--- config.mk ---
export PLATFORM = sky130hd
export DESIGN_NAME = lane_serialize
export DESIGN_NICKNAME = d
export VERILOG_FILES = /design/src/rtl/lane_serialize.sv
export SDC_FILE = /design/constraint.sdc
export NUM_CORES = 1
export LEC_CHECK = 0
export CORE_AREA = 10 10 75 90
export DETAILED_ROUTE_END_ITERATION = 10
export DIE_AREA = 0 0 85 100
export SKIP_CTS_REPAIR_TIMING = 1
export SLEW_MARGIN = 10
export SYNTH_ARGS = -nofsm -noshare
export SYNTH_HDL_FRONTEND = slang
export SYNTH_SLANG_ARGS = --single-unit
--- constraint.sdc ---
create_clock -name clk -period 2.1 [get_ports clk]
set_clock_uncertainty 0.2 [all_clocks]
set_input_delay 0.21 -clock clk [delete_from_list [all_inputs] [get_ports clk]]
set_output_delay 0.21 -clock clk [all_outputs]
set_load 0.02 [all_outputs]
--- src/rtl/lane_serialize.sv ---
// ============================================================================
// Module   : lane_serialize
// Brief    : Splits each wide input word into LANES beats, lane 0 first, with
//            an end-of-transaction flag on the last beat. Optional macro
//            LANE_SERIALIZE_ACTIVE_EN adds a per-word active-lane count.
// Revision : 1.0
// ============================================================================
`default_nettype none

module lane_serialize #(
  parameter int DIN   = 8,
  parameter int LANES = 4,
  localparam int IDXW = (LANES > 1) ? $clog2(LANES) : 1,
`ifdef LANE_SERIALIZE_ACTIVE_EN
  localparam int ACTW = $clog2(LANES + 1),
  localparam int DW   = LANES * DIN + ACTW
`else
  localparam int DW   = LANES * DIN
`endif
) (
  input  logic            clk,
  input  logic            rst,
  input  logic            din_valid,
  output logic            din_ready,
  input  logic [DW-1:0]   din_data,
  output logic            dout_valid,
  input  logic            dout_ready,
  output logic [DIN:0]    dout_data
);

  typedef enum logic [0:0] {
    S_IDLE = 1'b0,
    S_BUSY = 1'b1
  } state_t;

  state_t                 r_state;
  state_t                 w_state_nxt;
  logic [IDXW-1:0]        r_idx;
  logic [IDXW-1:0]        w_idx_nxt;
  logic [LANES*DIN-1:0]   r_wreg;
  logic [IDXW-1:0]        w_lastidx;
  logic [DIN-1:0]         w_lane;
  logic                   w_is_last;
  logic                   w_load;
  logic                   w_word_live;

`ifdef LANE_SERIALIZE_ACTIVE_EN
  logic [IDXW-1:0]        r_lastidx;
  logic [ACTW-1:0]        w_act;
  logic [ACTW-1:0]        w_act_clamp;
  logic [IDXW-1:0]        w_new_last;

  assign w_act       = din_data[DW-1 -: ACTW];
  assign w_act_clamp = (w_act > ACTW'(LANES)) ? ACTW'(LANES) : w_act;
  // Zero-active words are consumed without producing any beat.
  assign w_word_live = (w_act != '0);
  assign w_new_last  = IDXW'(w_act_clamp - ACTW'(1));
  assign w_lastidx   = r_lastidx;
`else
  assign w_word_live = 1'b1;
  assign w_lastidx   = IDXW'(LANES - 1);
`endif

  always_comb begin
    w_lane = '0;
    for (int k = 0; k < LANES; k++) begin
      if (r_idx == IDXW'(k)) w_lane = r_wreg[k*DIN +: DIN];
    end
  end

  assign w_is_last  = (r_idx == w_lastidx);
  assign dout_valid = (r_state == S_BUSY);
  assign dout_data  = {w_is_last, w_lane};
  // Accepting on the eot beat lets back-to-back words stream without a bubble.
  assign din_ready  = (r_state == S_IDLE) || (dout_ready && w_is_last);
  assign w_load     = din_valid && din_ready;

  always_comb begin
    w_state_nxt = r_state;
    w_idx_nxt   = r_idx;
    case (r_state)
      S_IDLE: begin
        if (w_load) begin
          w_idx_nxt   = '0;
          w_state_nxt = w_word_live ? S_BUSY : S_IDLE;
        end
      end
      S_BUSY: begin
        if (dout_ready) begin
          if (w_is_last) begin
            w_idx_nxt   = '0;
            w_state_nxt = (w_load && w_word_live) ? S_BUSY : S_IDLE;
          end else begin
            w_idx_nxt = r_idx + IDXW'(1);
          end
        end
      end
      default: begin
        w_state_nxt = S_IDLE;
        w_idx_nxt   = '0;
      end
    endcase
  end

  always_ff @(posedge clk) begin
    if (rst) begin
      r_state <= S_IDLE;
      r_idx   <= '0;
      r_wreg  <= '0;
    end else begin
      r_state <= w_state_nxt;
      r_idx   <= w_idx_nxt;
      if (w_load) r_wreg <= din_data[LANES*DIN-1:0];
    end
  end

`ifdef LANE_SERIALIZE_ACTIVE_EN
  always_ff @(posedge clk) begin
    if (rst) begin
      r_lastidx <= IDXW'(LANES - 1);
    end else if (w_load) begin
      r_lastidx <= w_new_last;
    end
  end
`endif

endmodule

`default_nettype wire

==> run_results.csv, run 1 <==
group,metric,value,unit
drt,vias_per_cell,4.71,
setup_path,reg2reg_to,"r_wreg[16]$_SDFFE_PP0P_",
drt,drt-pass1-iter-count,4,
cells_and_area,drive_gt1_share,11.3,%
setup_path,cp-end-kind,"output port",
cells_and_area,diodes,0,
cells_and_area,num-nets-final,295,
cells_and_area,final_cell_area,2540,µm²
yosys,ys.flop_type,"dfxtp_1",
yosys,ys_seq_elements,35,
grt,grt_max_degree,68,
sta,min_period,2.05,ns
floorplan,io_pins,47,
cells_and_area,fillCellCount,493,
cells_and_area,stdcell_count,318,
drt,drc_errors,0,
yosys,yosysMostFrequentCell,"nand2b_1",
setup_path,ff2ff_path_depth,7,
floorplan,num_rows,29,
drt,routed_wl,4.35,mm
sta,timing_worst_slew_pin_value,0.251,ns
sta,fmax,0.487,GHz
cells_and_area,regArea,703,µm²
pwr,power.density,609,nW/µm²
yosys,yosysTopAreaCellShare,36.2,%
yosys,synth_edf_count,0,
clocking,numClockSinks,35,
setup_path,critical_path_class,"flop to output port",
clocking,cts_tree,"built",
setup_path,critPathRequiredTime,1.69,ns
setup_path,start_kind,"flop",
floorplan,core_area,5120,µm²
drt,vias,1499,
grt,grt_pass1_vias,1615,
yosys,synth.avg_cell_area,9.05,µm²
clocking,cts_root_buffer,"clkbuf_8",
placed_design,gp_congestion,0.726,
drt,wl_per_cell,13.7,µm
setup_path,r2r_slack,0.30,ns
pwr,power.share.combinational,18.7,%
cells_and_area,syn_to_final_growth,31.1,%
yosys,ys_seq_area_share,36.2,%
floorplan,start_util,37.9,%
yosys,yosysTopAreaCell,"dfxtp_1",
grt,track_usage,10.3,%
setup_path,reg2reg_from,"r_idx[0]$_SDFFE_PP0P_",
sta,setup_violations,0,
yosys,synth_async_sr_flop_share,0,%
yosys,syn-cell-area,1940,µm²
placed_design,port_buffers,46,
setup_path,critPathArrivalTime,1.64,ns
sta,rsz0062_at_grt,"yes",
sta,hold_violations,0,
floorplan,fp.dieH,100,µm
placed_design,dp.cells,310,
clocking,clkTransAtPathRegs,0.07,ns
grt,grt_pass1_wl,7.21,mm
pwr,p_int,1.17,mW
pwr,p_clk_share,33.9,%
yosys,synthTopCellsByCount,"64 x nand2b_1, 35 x dfxtp_1, 33 x mux2i_1",
clocking,cts_buffers,5,
grt,antenna_found_initial,0,
cells_and_area,multi_input_area,1110,µm²
setup_path,endpoint,"dout_data[5]",
run,max_cap_viol_count,0,
clocking,ctsHtreeMaxLevel,2,
outcome,outcome,"complete, no violations",
clocking,cts_max_path_buffers,2,
pwr,swShare,24.4,%
sta,relSlewSlack,83.1,%
yosys,synth_warnings,0,
yosys,syn_inst,214,
drt,drt_iter0_drc,53,
hold_path,holdPathStages,2,
floorplan,die_x,85,µm
drt,drtAntennaViolNets,0,
pwr,p_leak,1.01,nW
clocking,clk_latency,0.28,ns
grt,grt_overflow_total,0,
yosys,syn-num-nets,254,
sta,timing.final.crit_share,97.8,%
pwr,peakVddDrop,0.000306,V
pwr,switchingPower,377,µW
floorplan,dieArea,8500,µm²
yosys,synthTopCellsByArea,"dfxtp_1 36%, nand2b_1 21%, mux2i_1 17%",
yosys,ys_types,19,
sta,slew_violations,0,
hold_path,hold_class,"flop to flop",
placed_design,hpwl,3.18,mm
setup_path,cp_max_fo,16,
setup_path,startpoint,"r_idx[0]$_SDFFE_PP0P_",
pwr,p_seq_share,47.3,%
placed_design,place_area,2430,µm²
==> cell type report <==
class	count	area share [%]
clock buffer	8	3.94
inverter	11	1.63
multi-input combinational	150	43.6
sequential	35	27.7
tap	62	3.05
timing repair buffer	52	20.1
==> metal layers <==
metal  track usage [%]  up-vias  share of wire, %  routed length (µm)
met2              16.8       40                48                2080
met1              11.2      669                44                1910
met5                 0        -                 0                   0
met4              5.84        0               2.4                 104
li1                  -      781                 -                   -
met3              3.89        9               6.0                 259
==> power by group through the flow <==
stage               Clock [mW]  Sequential, mW  Combinational, mW
floorplan                    0           0.739              0.181
global placement             0           0.746              0.299
global route             0.565           0.737              0.318
CTS                      0.544           0.731              0.302
detailed placement           0           0.746              0.300
finish                   0.525           0.733              0.290
==> sequential cells by signal, indices dropped and copies added, names as in the netlist <==
signal	count
dout_valid	1
r_wreg	32
r_idx	2
==> worst min-delay path by stage <==
stage                                    endpoint                    start  slack, ns
final                     r_wreg[17]$_SDFFE_PP0P_  r_wreg[17]$_SDFFE_PP0P_       0.27
after global routing      r_wreg[23]$_SDFFE_PP0P_  r_wreg[23]$_SDFFE_PP0P_       0.29
after CTS                 r_wreg[17]$_SDFFE_PP0P_  r_wreg[17]$_SDFFE_PP0P_       0.28
after detailed placement  r_wreg[23]$_SDFFE_PP0P_  r_wreg[23]$_SDFFE_PP0P_       0.26
after global placement    r_wreg[23]$_SDFFE_PP0P_  r_wreg[23]$_SDFFE_PP0P_       0.26
after floorplan             dout_valid$_SDFF_PP0_                din_valid       0.13
==> per-stage QoR <==
step / total power [mW] / setup slack (ns) / utilization [%] / hold WS [ns] / setup TNS [ns]
2_1_floorplan: 0.920 / 0.323 / - / 0.131 / 0
3_3_place_gp: 1.04 / -0.119 / 47.5 / 0.260 / -0.732
3_5_place_dp: 1.05 / -0.183 / 47.5 / 0.264 / -1.16
4_1_cts: 1.58 / -0.509 / 49.5 / 0.278 / -4.10
5_1_grt: 1.62 / -0.00775 / 49.6 / 0.294 / -0.00775
6_report: 1.55 / 0.0462 / 49.6 / 0.274 / 0
==> cells by family after synthesis <==
group                      Yosys count  share of synthesized area, %
DFF                                 35                          36.2
buffers and inverters               29                          8.85
and+or+nand+nor                     78                          23.6
adders and majority gates            4                          2.58
AOI/OAI and AO/OA                   35                          11.7
muxes                               33                          17.1
==> critical path, cell delays in order (launching register included) <==
cell	delay (ns)
dfxtp_2	0.34
buf_4	0.14
ha_1	0.23
buf_12	0.16
a21oi_1	0.14
a22o_1	0.17
clkbuf_2	0.17
==> placed cells by master, fill, tap and decap left out <==
cell,instances
nand2b_1,64
clkdlybuf4s50_1,36
mux2i_1,33
dfxtp_1,33
a21oi_1,16
inv_1,10
nand2_1,8
a22o_1,8
clkbuf_8,7
o21ai_0,6
clkbuf_2,6
nor2_1,5
buf_4,4
ha_4,3
buf_12,3
o21ai_1,2
a32oi_1,2
dlymetal6s2s_1,2
dfxtp_2,2
inv_2,1
a21boi_4,1
nor2b_4,1
ha_1,1
clkbuf_1,1
buf_2,1
Power figures use the tool's default switching activity.
==> inputs of run 2 (changes only) <==
--- a/config.mk
+++ b/config.mk
@@ -8,6 +8,7 @@
 export CORE_AREA = 10 10 75 90
 export DETAILED_ROUTE_END_ITERATION = 10
 export DIE_AREA = 0 0 85 100
+export GPL_ROUTABILITY_DRIVEN = 1
 export SKIP_CTS_REPAIR_TIMING = 1
 export SLEW_MARGIN = 10
 export SYNTH_ARGS = -nofsm -noshare
==> results of run 2 <==
The final DEF is identical to that of run 1; final timing and power are the same.
==> inputs of run 3 (changes only) <==
--- a/config.mk
+++ b/config.mk
@@ -6,6 +6,7 @@
 export NUM_CORES = 1
 export LEC_CHECK = 0
 export CORE_AREA = 10 10 75 90
+export CTS_BUF_LIST = sky130_fd_sc_hd__clkbuf_8
 export DETAILED_ROUTE_END_ITERATION = 10
 export DIE_AREA = 0 0 85 100
 export GPL_ROUTABILITY_DRIVEN = 1
==> run_results.csv, run 3 (synthesis results as in run 1) <==
group,metric,value,unit
setup_path,start_kind,"flop",
setup_path,critPathArrivalTime,1.64,ns
sta,slew_violations,0,
drt,drt-pass1-iter-count,4,
grt,grt_pass1_wl,7.21,mm
clocking,clk_latency,0.28,ns
pwr,p_int,1.17,mW
cells_and_area,syn_to_final_growth,31.1,%
pwr,swShare,24.5,%
cells_and_area,diodes,0,
hold_path,hold_class,"flop to flop",
placed_design,hpwl,3.18,mm
drt,wl_per_cell,13.7,µm
floorplan,fp.dieH,100,µm
cells_and_area,num-nets-final,295,
pwr,peakVddDrop,0.000306,V
clocking,numClockSinks,35,
floorplan,core_area,5120,µm²
drt,vias,1499,
grt,antenna_found_initial,0,
setup_path,cp_top_family,"buffers and inverters",
sta,setup_ws,0.0462,ns
sta,relSlewSlack,83.1,%
clocking,cts_buffers,5,
sta,rsz0062_at_grt,"yes",
cells_and_area,layout_commonest_cell,"nand2b_1",
pwr,p_clk_share,33.7,%
cells_and_area,final_cell_area,2540,µm²
setup_path,critical_path_class,"flop to output port",
grt,grt_overflow_total,0,
drt,routed_wl,4.35,mm
floorplan,die_x,85,µm
setup_path,path_buf_inv,3,
setup_path,crit_chain,"buf_4 -> ha_1 -> buf_12 -> a21oi_1 -> a22o_1 -> clkbuf_2",
clocking,cts_tree,"built",
outcome,outcome,"complete, no violations",
clocking,cts_root_buffer,"clkbuf_8",
clocking,clkTransAtPathRegs,0.07,ns
pwr,p_seq_share,47.5,%
setup_path,critPathRequiredTime,1.69,ns
cells_and_area,drive_gt1_share,11.3,%
placed_design,pre_cts_slack,-0.183,ns
setup_path,cp_max_fo,16,
grt,grt_max_degree,68,
sta,hold_violations,0,
pwr,p_leak,1.01,nW
placed_design,gp_congestion,0.726,
sta,fmax,0.487,GHz
sta,min_period,2.05,ns
floorplan,num_rows,29,
setup_path,cpMaxStageDelayCell,"dfxtp_2",
drt,drtAntennaViolNets,0,
drt,drc_errors,0,
clocking,cts_max_path_buffers,2,
grt,grt_pass1_vias,1615,
cells_and_area,largest_reg_flops,32,
run,max_cap_viol_count,0,
pwr,power.share.combinational,18.8,%
drt,vias_per_cell,4.71,
setup_path,startpoint,"r_idx[0]$_SDFFE_PP0P_",
grt,track_usage,10.3,%
clocking,ctsHtreeMaxLevel,2,
pwr,switchingPower,378,µW
drt,drt_iter0_drc,53,
floorplan,io_pins,47,
setup_path,cp-end-kind,"output port",
cells_and_area,most-common-layout-cells,"64 x nand2b_1, 36 x clkdlybuf4s50_1, 33 x mux2i_1, 33 x dfxtp_1, 16 x a21oi_1",
floorplan,dieArea,8500,µm²
floorplan,start_util,37.9,%
setup_path,max_stage_delay,0.34,ns
hold_path,min_from,"r_wreg[17]$_SDFFE_PP0P_",
placed_design,place_area,2430,µm²
placed_design,port_buffers,46,
sta,setup_violations,0,
sta,timing.final.crit_share,97.8,%
pwr,power.density,608,nW/µm²
sta,timing_worst_slew_pin_value,0.251,ns
cells_and_area,top_register,"r_wreg",
setup_path,reg2reg_from,"r_idx[0]$_SDFFE_PP0P_",
run 3: cell count changes in the layout (fill, tap and decap cells not counted):
cell / before / now
clkbuf_1: 1 / 0
inv_1: 10 / 11
run 3: worst min-delay path, delay by kind of cell, from the launching register on:
family / cells / cell delay (ns)
and+or+nand+nor: 1 / 0.06
DFF: 1 / 0.31
muxes: 1 / 0.05
run 3: worst paths after layout:
check	slack, ns	end	depth (start not counted)
worst max-delay path	0.05	dout_data[5]	6
worst min-delay path	0.27	r_wreg[17]$_SDFFE_PP0P_	2
worst max register to register	0.30	r_wreg[16]$_SDFFE_PP0P_	7
worst min register to register	0.27	r_wreg[17]$_SDFFE_PP0P_	2
run 3: final cells by class:
type | count | area, µm²
fill | 493 | 2580
multi-input combinational | 150 | 1110
sequential | 35 | 703
timing repair buffer | 52 | 510
clock buffer | 7 | 96.3
tap | 62 | 77.6
inverter | 11 | 41.3
clock inverter | 1 | 3.75
run 3: metrics by stage:
stage | utilization, % | hold slack (ns) | setup TNS (ns) | power [mW] | std cells
after floorplan | - | 0.131 | 0 | 0.920 | 214
after global placement | 47.5 | 0.260 | -0.732 | 1.04 | 310
after detailed placement | 47.5 | 0.264 | -1.16 | 1.05 | 310
after CTS | 49.5 | 0.278 | -4.10 | 1.57 | 318
after global routing | 49.6 | 0.294 | -0.00775 | 1.62 | 318
final | 49.6 | 0.274 | 0 | 1.54 | 318
run 3: power groups by stage:
stage               sequential [mW]  clock [mW]  combinational, mW
floorplan                     0.739           0              0.181
global placement              0.746           0              0.299
detailed placement            0.746           0              0.300
CTS                           0.731       0.539              0.302
global route                  0.737       0.560              0.318
finish                        0.733       0.521              0.290
run 3: layer usage:
metal / up-vias / part of all wire (%) / GRT usage [%]
met5: - / 0 / 0
met4: 0 / 2.4 / 5.84
met3: 9 / 6.0 / 3.89
met2: 40 / 48 / 16.8
met1: 669 / 44 / 11.2
li1: 781 / - / -
